--- config.mk ---
export PLATFORM = sky130hd
export DESIGN_NAME = leve1_if
export DESIGN_NICKNAME = d
export VERILOG_FILES = /design/src/rtl/leve1_if_pkg.sv /design/src/rtl/leve1_if_fifo.sv /design/src/rtl/leve1_if.sv
export SDC_FILE = /design/constraint.sdc
export NUM_CORES = 1
export LEC_CHECK = 0
export ABC_AREA = 1
export CAP_MARGIN = 0
export CORE_ASPECT_RATIO = 0.5
export CORE_MARGIN = 4
export CORE_UTILIZATION = 46
export DETAILED_ROUTE_END_ITERATION = 8
export GPL_ROUTABILITY_DRIVEN = 0
export GPL_TIMING_DRIVEN = 0
export PLACE_DENSITY = 0.69
export RECOVER_POWER = 100
export SLEW_MARGIN = 15
export SYNTH_ARGS = -nofsm -noshare
export SYNTH_HDL_FRONTEND = slang
export SYNTH_HIERARCHICAL = 1
export SYNTH_SLANG_ARGS = --single-unit
--- constraint.sdc ---
create_clock -name CLK -period 6.2 [get_ports CLK]
set_input_delay 0.62 -clock CLK [delete_from_list [all_inputs] [get_ports CLK]]
set_output_delay 0.62 -clock CLK [all_outputs]
set_load 0.05 [all_outputs]
--- src/rtl/leve1_if_pkg.sv ---
// Shared definitions for the LEVE1 instruction-fetch stage.
//   XLEN / ILEN   : address and instruction widths
//   RESET_VECTOR  : default fetch address after reset
//   fetch_entry_t : one buffered instruction {pc, instr}
//   align4        : clears the two low address bits
package leve1_if_pkg;

  localparam int unsigned     XLEN         = 32;
  localparam int unsigned     ILEN         = 32;
  localparam logic [XLEN-1:0] RESET_VECTOR = 32'h0000_0000;

  typedef struct packed {
    logic [XLEN-1:0] pc;
    logic [ILEN-1:0] instr;
  } fetch_entry_t;

  function automatic logic [XLEN-1:0] align4(input logic [XLEN-1:0] a);
    return {a[XLEN-1:2], 2'b00};
  endfunction

endpackage

--- src/rtl/leve1_if_fifo.sv ---
// Instruction buffer for the fetch stage: synchronous FIFO of fetch_entry_t.
// Ports:
//   CLK, RSTn        clock / asynchronous active-low reset
//   i_push, i_data   write request and entry
//   i_pop            read request (head advances)
//   i_flush          empties the FIFO; overrides push and pop
//   o_head           current head entry (registered storage, no bypass)
//   o_full, o_empty  status flags
//   o_count          number of valid entries
module leve1_if_fifo
  import leve1_if_pkg::*;
#(
  parameter  int unsigned DEPTH = 2,
  localparam int unsigned CW    = $clog2(DEPTH + 1)
) (
  input  logic         CLK,
  input  logic         RSTn,
  input  logic         i_push,
  input  fetch_entry_t i_data,
  input  logic         i_pop,
  input  logic         i_flush,
  output fetch_entry_t o_head,
  output logic         o_full,
  output logic         o_empty,
  output logic [CW-1:0] o_count
);

  localparam int unsigned PW = (DEPTH > 1) ? $clog2(DEPTH) : 1;

  fetch_entry_t  r_mem [DEPTH];
  logic [PW-1:0] r_wptr;
  logic [PW-1:0] r_rptr;
  logic [CW-1:0] r_count;

  logic w_do_push;
  logic w_do_pop;

  function automatic logic [PW-1:0] next_ptr(input logic [PW-1:0] p);
    return (p == PW'(DEPTH - 1)) ? '0 : p + 1'b1;
  endfunction

  assign o_empty = (r_count == '0);
  assign o_full  = (r_count == CW'(DEPTH));
  assign o_count = r_count;
  assign o_head  = r_mem[r_rptr];

  // A push into a full buffer is accepted only when the head leaves in the
  // same cycle; it then lands in the slot being vacated.
  assign w_do_pop  = i_pop && !o_empty && !i_flush;
  assign w_do_push = i_push && (!o_full || w_do_pop) && !i_flush;

  always_ff @(posedge CLK or negedge RSTn) begin
    if (!RSTn) begin
      r_wptr  <= '0;
      r_rptr  <= '0;
      r_count <= '0;
    end else if (i_flush) begin
      r_wptr  <= '0;
      r_rptr  <= '0;
      r_count <= '0;
    end else begin
      if (w_do_push) r_wptr <= next_ptr(r_wptr);
      if (w_do_pop)  r_rptr <= next_ptr(r_rptr);
      case ({w_do_push, w_do_pop})
        2'b10:   r_count <= r_count + 1'b1;
        2'b01:   r_count <= r_count - 1'b1;
        default: r_count <= r_count;
      endcase
    end
  end

  always_ff @(posedge CLK) begin
    if (w_do_push) r_mem[r_wptr] <= i_data;
  end

endmodule

--- src/rtl/leve1_if.sv ---
// LEVE1 instruction-fetch stage.
// Owns the fetch PC, issues in-order requests to instruction memory under a
// credit limit of FIFO_DEPTH (in-flight + buffered), buffers responses and
// presents them to decode with a valid/ready handshake. A redirect from
// execute reloads the PC, flushes the buffer and marks every in-flight
// response stale so it is dropped on return.
// Ports:
//   CLK, RSTn                   clock / asynchronous active-low reset
//   IMEM_REQ, IMEM_ADDR         fetch request and word-aligned address
//   IMEM_GNT                    request accepted
//   IMEM_RVALID, IMEM_RDATA     in-order response
//   REDIRECT, REDIRECT_PC       control-flow redirect and target
//   OVALID, OPC, OINSTR         instruction presented to decode
//   IREADY                      decode accepts the presented instruction
module leve1_if
  import leve1_if_pkg::*;
#(
  parameter logic [XLEN-1:0] RESET_PC   = RESET_VECTOR,
  parameter int unsigned     FIFO_DEPTH = 2
) (
  input  logic            CLK,
  input  logic            RSTn,
  output logic            IMEM_REQ,
  output logic [XLEN-1:0] IMEM_ADDR,
  input  logic            IMEM_GNT,
  input  logic            IMEM_RVALID,
  input  logic [ILEN-1:0] IMEM_RDATA,
  input  logic            REDIRECT,
  input  logic [XLEN-1:0] REDIRECT_PC,
  output logic            OVALID,
  output logic [XLEN-1:0] OPC,
  output logic [ILEN-1:0] OINSTR,
  input  logic            IREADY
);

  localparam int unsigned CW = $clog2(FIFO_DEPTH + 1);

  logic [XLEN-1:0] r_pc;
  logic [XLEN-1:0] r_rsp_pc;
  logic [CW-1:0]   r_outstanding;
  logic [CW-1:0]   r_discard;

  logic [CW-1:0]   w_count;
  logic [CW:0]     w_credit_used;
  logic [CW-1:0]   w_out_nxt;
  logic            w_grant;
  logic            w_drop;
  logic            w_push;
  logic            w_pop;
  logic            w_full;
  logic            w_empty;
  fetch_entry_t    w_head;
  fetch_entry_t    w_wdata;

  assign w_credit_used = {1'b0, r_outstanding} + {1'b0, w_count};
  assign IMEM_REQ      = RSTn && !REDIRECT && (w_credit_used < (CW + 1)'(FIFO_DEPTH));
  assign IMEM_ADDR     = r_pc;
  assign w_grant       = IMEM_REQ && IMEM_GNT;

  assign w_drop  = IMEM_RVALID && (r_discard != '0);
  assign w_push  = IMEM_RVALID && !w_drop && !REDIRECT;
  assign w_pop   = OVALID && IREADY;
  assign w_wdata = '{pc: r_rsp_pc, instr: IMEM_RDATA};

  always_comb begin
    w_out_nxt = r_outstanding;
    if (w_grant && !IMEM_RVALID) begin
      w_out_nxt = r_outstanding + 1'b1;
    end else if (!w_grant && IMEM_RVALID && (r_outstanding != '0)) begin
      w_out_nxt = r_outstanding - 1'b1;
    end
  end

  always_ff @(posedge CLK or negedge RSTn) begin
    if (!RSTn) begin
      r_pc          <= RESET_PC;
      r_rsp_pc      <= RESET_PC;
      r_outstanding <= '0;
      r_discard     <= '0;
    end else begin
      r_outstanding <= w_out_nxt;
      if (REDIRECT) begin
        r_pc      <= align4(REDIRECT_PC);
        r_rsp_pc  <= align4(REDIRECT_PC);
        // No grant is possible in a redirect cycle, so the post-edge
        // in-flight count is exactly the set of responses to drop.
        r_discard <= w_out_nxt;
      end else begin
        if (w_grant) r_pc <= r_pc + 32'd4;
        if (w_push)  r_rsp_pc <= r_rsp_pc + 32'd4;
        if (w_drop)  r_discard <= r_discard - 1'b1;
      end
    end
  end

  leve1_if_fifo #(
    .DEPTH (FIFO_DEPTH)
  ) u_fifo (
    .CLK     (CLK),
    .RSTn    (RSTn),
    .i_push  (w_push),
    .i_data  (w_wdata),
    .i_pop   (w_pop),
    .i_flush (REDIRECT),
    .o_head  (w_head),
    .o_full  (w_full),
    .o_empty (w_empty),
    .o_count (w_count)
  );

  assign OVALID = !w_empty;
  assign OPC    = w_head.pc;
  assign OINSTR = w_head.instr;

endmodule

After elaboration in Yosys (flattened, before gate mapping)
Memory sizes are Yosys's and may differ from the RTL's.
Index checks and enable logic that the tools add are counted.
Widths: inputs -> output; s select.
- latch bits: 0
- RAM bits: 128
- logic and storage cells: 70
- flip-flop bits (word level): 72
- bits in read-only memories: 0
- memories: 1
- reduce and logical (&&, ||, !) cells: 30
- $mul: 0
- magnitude comparators: 1
- multiplexer cells: 18
- div/mod/pow operators: 0
- equality and inequality tests: 3
- add/subtract/negate cells: 10
- bitwise operators: 0
- shift operators: 0
- memory list (memory ; words ; width ; read ports ; clocked after Yosys merged registers in ; write ports ; RTL line ; RTL):
    u_fifo.r_mem ; 2 ; 64 ; 1 ; 0 ; 1 ; leve1_if_fifo.sv:30 ; fetch_entry_t r_mem [DEPTH];
- operator list (kind ; number):
    $mux 32 ; 4
    $add 32x3->32 const B ; 2
    $logic_and 1x1->1 ; 14
    $reduce_bool 2->1 ; 7
    $mux 2 ; 5
    $mux 1 ; 8
    $logic_not 1->1 ; 6
    $sub 2x1->2 const B ; 3
    $add 2x1->2 const B ; 2
    $eq 2x2->1 const B ; 2
    $pmux 2 s2 ; 1
    $add 2x2->3 ; 1
    $lt 3x2->1 const B ; 1
    $reduce_bool 3->1 ; 1
    $add 1x1->1 const B ; 2
    $eq 2x1->1 const B ; 1
    $logic_not 2->1 ; 1
    $logic_or 1x1->1 ; 1

Logic depth before layout (Yosys ltp)
- word-level depth: 11
- depth in mapped cells: 11
- mapped depth without buffers: 11

By module
Netlist, hierarchy kept.
- modules (own cells, without submodules) (module ; sequential area each (µm²) ; cells an instance ; instances ; area an instance (µm²)):
    leve1_if_fifo ; 3943.8 ; 377 ; 1 ; 4919.7
    leve1_if ; 1601.5 ; 733 ; 1 ; 4601.9

Least setup slack after synthesis
No wires, ideal clock.
- path type: input-to-reg
- start point: in REDIRECT
- end point: mem u_fifo/r_mem[1][0] in the netlist's numbering (enable)
- cell stages on the path: 5
- required time: 5.714 ns
- setup slack: 1.591 ns
- arrival: 4.123 ns
- buffers on the path: 2
- library setup time: 0.486 ns
- path through: buf_2 nor2_1 buf_2 nand3_1 nor2_1
- elaborated cells on any way between the ends: 8
- those cells by class: mux (2); reduce/logical (6)
- RTL lines (element ; RTL line ; RTL):
    start: declaration ; leve1_if.sv:28 ; input logic REDIRECT,
    $logic_not 1->1 ; leve1_if.sv:61 ; assign w_push = IMEM_RVALID && !w_drop && !REDIRECT;
    $logic_and 1x1->1 ; leve1_if.sv:61 ;
    net w_push ; leve1_if.sv:48 ; logic w_push;
    $logic_and 1x1->1 (2 in a row) ; leve1_if_fifo.sv:50 ; assign w_do_push = i_push && (!o_full || w_do_pop) && !i_flush;
    $mux 1 ; leve1_if_fifo.sv:73 ; if (w_do_push) r_mem[r_wptr] <= i_data;
    $mux 1 (implied by the code) ; leve1_if_fifo.sv:73 ;
    end: declaration ; leve1_if_fifo.sv:30 ;
The timed path passes the listed nets, and every way through them passes these cells.

Worst setup path in the final report
- start point: in REDIRECT
- end point: mem u_fifo/r_mem[0][31] in the netlist's numbering (enable)
The elaborated chain is that of the path after synthesis.

==> qor.yml <==
cts_tree: "built"
grt_pass1_vias: 7673
finalSetupTns_ps: 0
powerDensity_nw_per_um2: 331
dr_total_vias: 8078
synth-edff-count: 128
dp_slack_ps: 2410
clock-sinks: 196
synth_xor_xnor_area_share_pct: 1.56
post-route-period-util_pct: 65.3
timing.final.ws_setup_ps: 2150
crit_path_start_kind: "input pin"
postCtsSetupBuffers: 0
clock_latency_ps: 440
dpl.hpwl_um: 18900
switchingPower_w: 0.00158
grt_pass1_wl_um: 40800
worstPathArrival_ps: 4220
end_kind: "register"
synth_top_family_by_area: "simple AND/OR/NAND/NOR gates"
yosysWarnings: 6
portBuffers: 163
nNetsFinal: 1376
slowest_stage: "clkinvlp_2"
sequentialPowerShare_pct: 42.4
via_per_inst: 5.11
final_cell_area_um2: 12100
synth.largest_area_cell: "edfxtp_1"
synth_flop_cell: "edfxtp_1"
rsz0062_at_grt: "false"
avgSynthCellArea_um2: 8.58
ys_ff_latch: 196
clk_path_buf_depth: 2
clk_pin_slew_ps: 70
status: "finished clean"
post-route-util_pct: 60.9
dieArea_um2: 23200
hp-class: "input pin to asynchronous set/reset pin"
tightest_slew_ps: 1230
synth_area_um2: 9520
ys_top_cells_by_area: "edfxtp_1, nand2_1, dfrtp_1, nand3_1, nor2_1"
synth_cell_types: 37
routed_wl_um: 25600
slowest_delay_ps: 980
diodes: 0
p_leak_nw: 5.07
fin_total_pwr_w: 0.00401
peakVddDrop_v: 0.000196
synth_commonest_cells: "nand2_1, edfxtp_1, nor2_1"
antenna_found_initial: 0
cp_top_family: "buffers and inverters"
p_int_w: 0.00243
core_um2: 19900
yosysMostFrequentCell: "nand2_1"
grt_max_degree: 56
syn_to_final_growth_pct: 27.4
hold_viol: 0
drv_cap: 0
yosys.area_share.adder_pct: 0.736
cp_cell_sequence: "dlygate4sd3_1 -> clkbuf_1 -> nor2_1 -> clkbuf_1 -> nand4_1 -> clkinvlp_2 -> buf_12"
placed_area_um2: 11600
comb_power_share_pct: 31.3
ctsRootBufferMaster: "clkbuf_16"
htreeDepth: 4
fin_worst_skew_ps: 7.94
synth_top_area_share_pct: 40.4
avgRoutedWirePerCell_um: 16.2
drc: 0
postCtsHoldBufs: 0
synthMuxAreaShare_pct: 0
first_pass_iters: 5
finalSetupViolCount: 0
layout-drive-gt1-share_pct: 6.54
grt.total_usage_pct: 22.7
ys_seq_area_share_pct: 58.2
die_x_um: 211
ioPinCount: 168
yosys.area_share.simple_pct: 31.3
path_class: "input pin to register"
row_count: 36
slew-limit-headroom_pct: 17.4
switching_share_pct: 39.3
synth-compound-area-share_pct: 3.32
crit_top_cell: "clkbuf_1"
cts-resized-gates: 0
layout_min_cycle_time_ps: 4050
p_clk_share_pct: 26.3
die_h_um: 110
worstPathMaxFanout: 40
initial_core_util_pct: 47.8
cts_buffers: 17
drtIter0Drc: 761
async_flop_share_pct: 34.7
fmax_mhz: 247
drv_slew: 0
synth_cells: 1110
crit_buf_inv: 5
overflow: 0
ant_nets: 0
fillCellCount: 1754
worstPathRequired_ps: 6370
worst paths after layout:
kind	startpoint	endpoint	slack (ps)	cells past startpoint
max	REDIRECT	u_fifo/r_mem[0][31]$_DFFE_PP_	2150	7
min	RSTn	IMEM_ADDR[8]$_DFFE_PN0P_	300	1
max reg2reg	r_discard[0]$_DFFE_PN0P_	u_fifo/r_mem[0][31]$_DFFE_PP_	2810	8
min reg2reg	u_fifo/r_wptr$_DFFE_PN0P_	u_fifo/r_wptr$_DFFE_PN0P_	520	2
max in group asynchronous	RSTn	r_rsp_pc[17]$_DFFE_PN0N_	5100	2
min in group CLK	u_fifo/r_wptr$_DFFE_PN0P_	u_fifo/r_wptr$_DFFE_PN0P_	520	2
area by class of cell:
class | count | area (um2) | area share (%)
tap | 266 | 333 | 2.74
inverter | 82 | 310 | 2.56
timing repair buffer | 167 | 1720 | 14.2
multi-input combinational | 807 | 3530 | 29.1
clock buffer | 18 | 429 | 3.54
buffer | 30 | 138 | 1.13
clock inverter | 14 | 121 | 1.00
sequential | 196 | 5550 | 45.7
sequential cells by signal, indices dropped and copies added, names as in the netlist:
signal,cells
IMEM_ADDR,30
r_discard,2
r_outstanding,2
r_rsp_pc,30
u_fifo/o_count,2
u_fifo/r_mem,128
u_fifo/r_rptr,1
u_fifo/r_wptr,1
cell families (layout without fill, tap and decap cells):
family | after synthesis | count (layout)
AO/OA/AOI/OAI | 52 | 52
XOR/XNOR | 17 | 17
adder cells (fa/ha/maj) | 5 | 5
buffers and inverters | 112 | 311
flip-flops | 196 | 196
other | 1 | 6
AND/OR/NAND/NOR | 727 | 727
placed cells by master, fill, tap and decap left out, types with 2 or more instances in the layout:
cell,n
inv_1,75
buf_4,2
nand2_1,501
clkdlybuf4s50_1,33
nand2_2,8
inv_8,3
clkinv_1,2
o211ai_1,14
a31oi_1,3
nor2_1,101
nand3_1,86
buf_16,2
ha_1,4
dlygate4sd3_1,129
nand4_1,4
a21oi_1,5
nor2_2,13
inv_2,4
dfrtp_1,68
xnor2_1,3
clkbuf_16,17
conb_1,6
clkinvlp_4,3
buf_2,14
clkbuf_1,16
nand3_2,2
inv_6,3
o21ai_0,25
xor2_1,14
nor2_4,4
nor3_1,3
o21bai_1,4
edfxtp_1,128
clkinv_2,3
buf_12,2
per-stage QoR:
step | hold WS, ps | cells
finish | 299 | 1580
global route | 375 | 1580
CTS | 30.1 | 1580
detailed placement | 496 | 1548
global placement | 484 | 1544
floorplan | 324 | 1115
power by group through the flow:
stage          Combinational (W)  Clock, W  Sequential (W)
2_1_floorplan           0.000752         0         0.00180
3_3_place_gp             0.00128         0         0.00172
3_5_place_dp             0.00131         0         0.00172
4_1_cts                  0.00132   0.00107         0.00170
5_1_grt                  0.00137   0.00113         0.00172
6_report                 0.00126   0.00105         0.00170
metal layers:
layer  track usage [%]  up-vias  part of all wire [%]
met4              6.57        0                   1.9
li1                  -     3944                     -
met5                 0        -                     0
met2              37.8      309                    47
met1              31.3     3783                    45
met3              3.68       42                   6.6
Power figures use the tool's default switching activity.
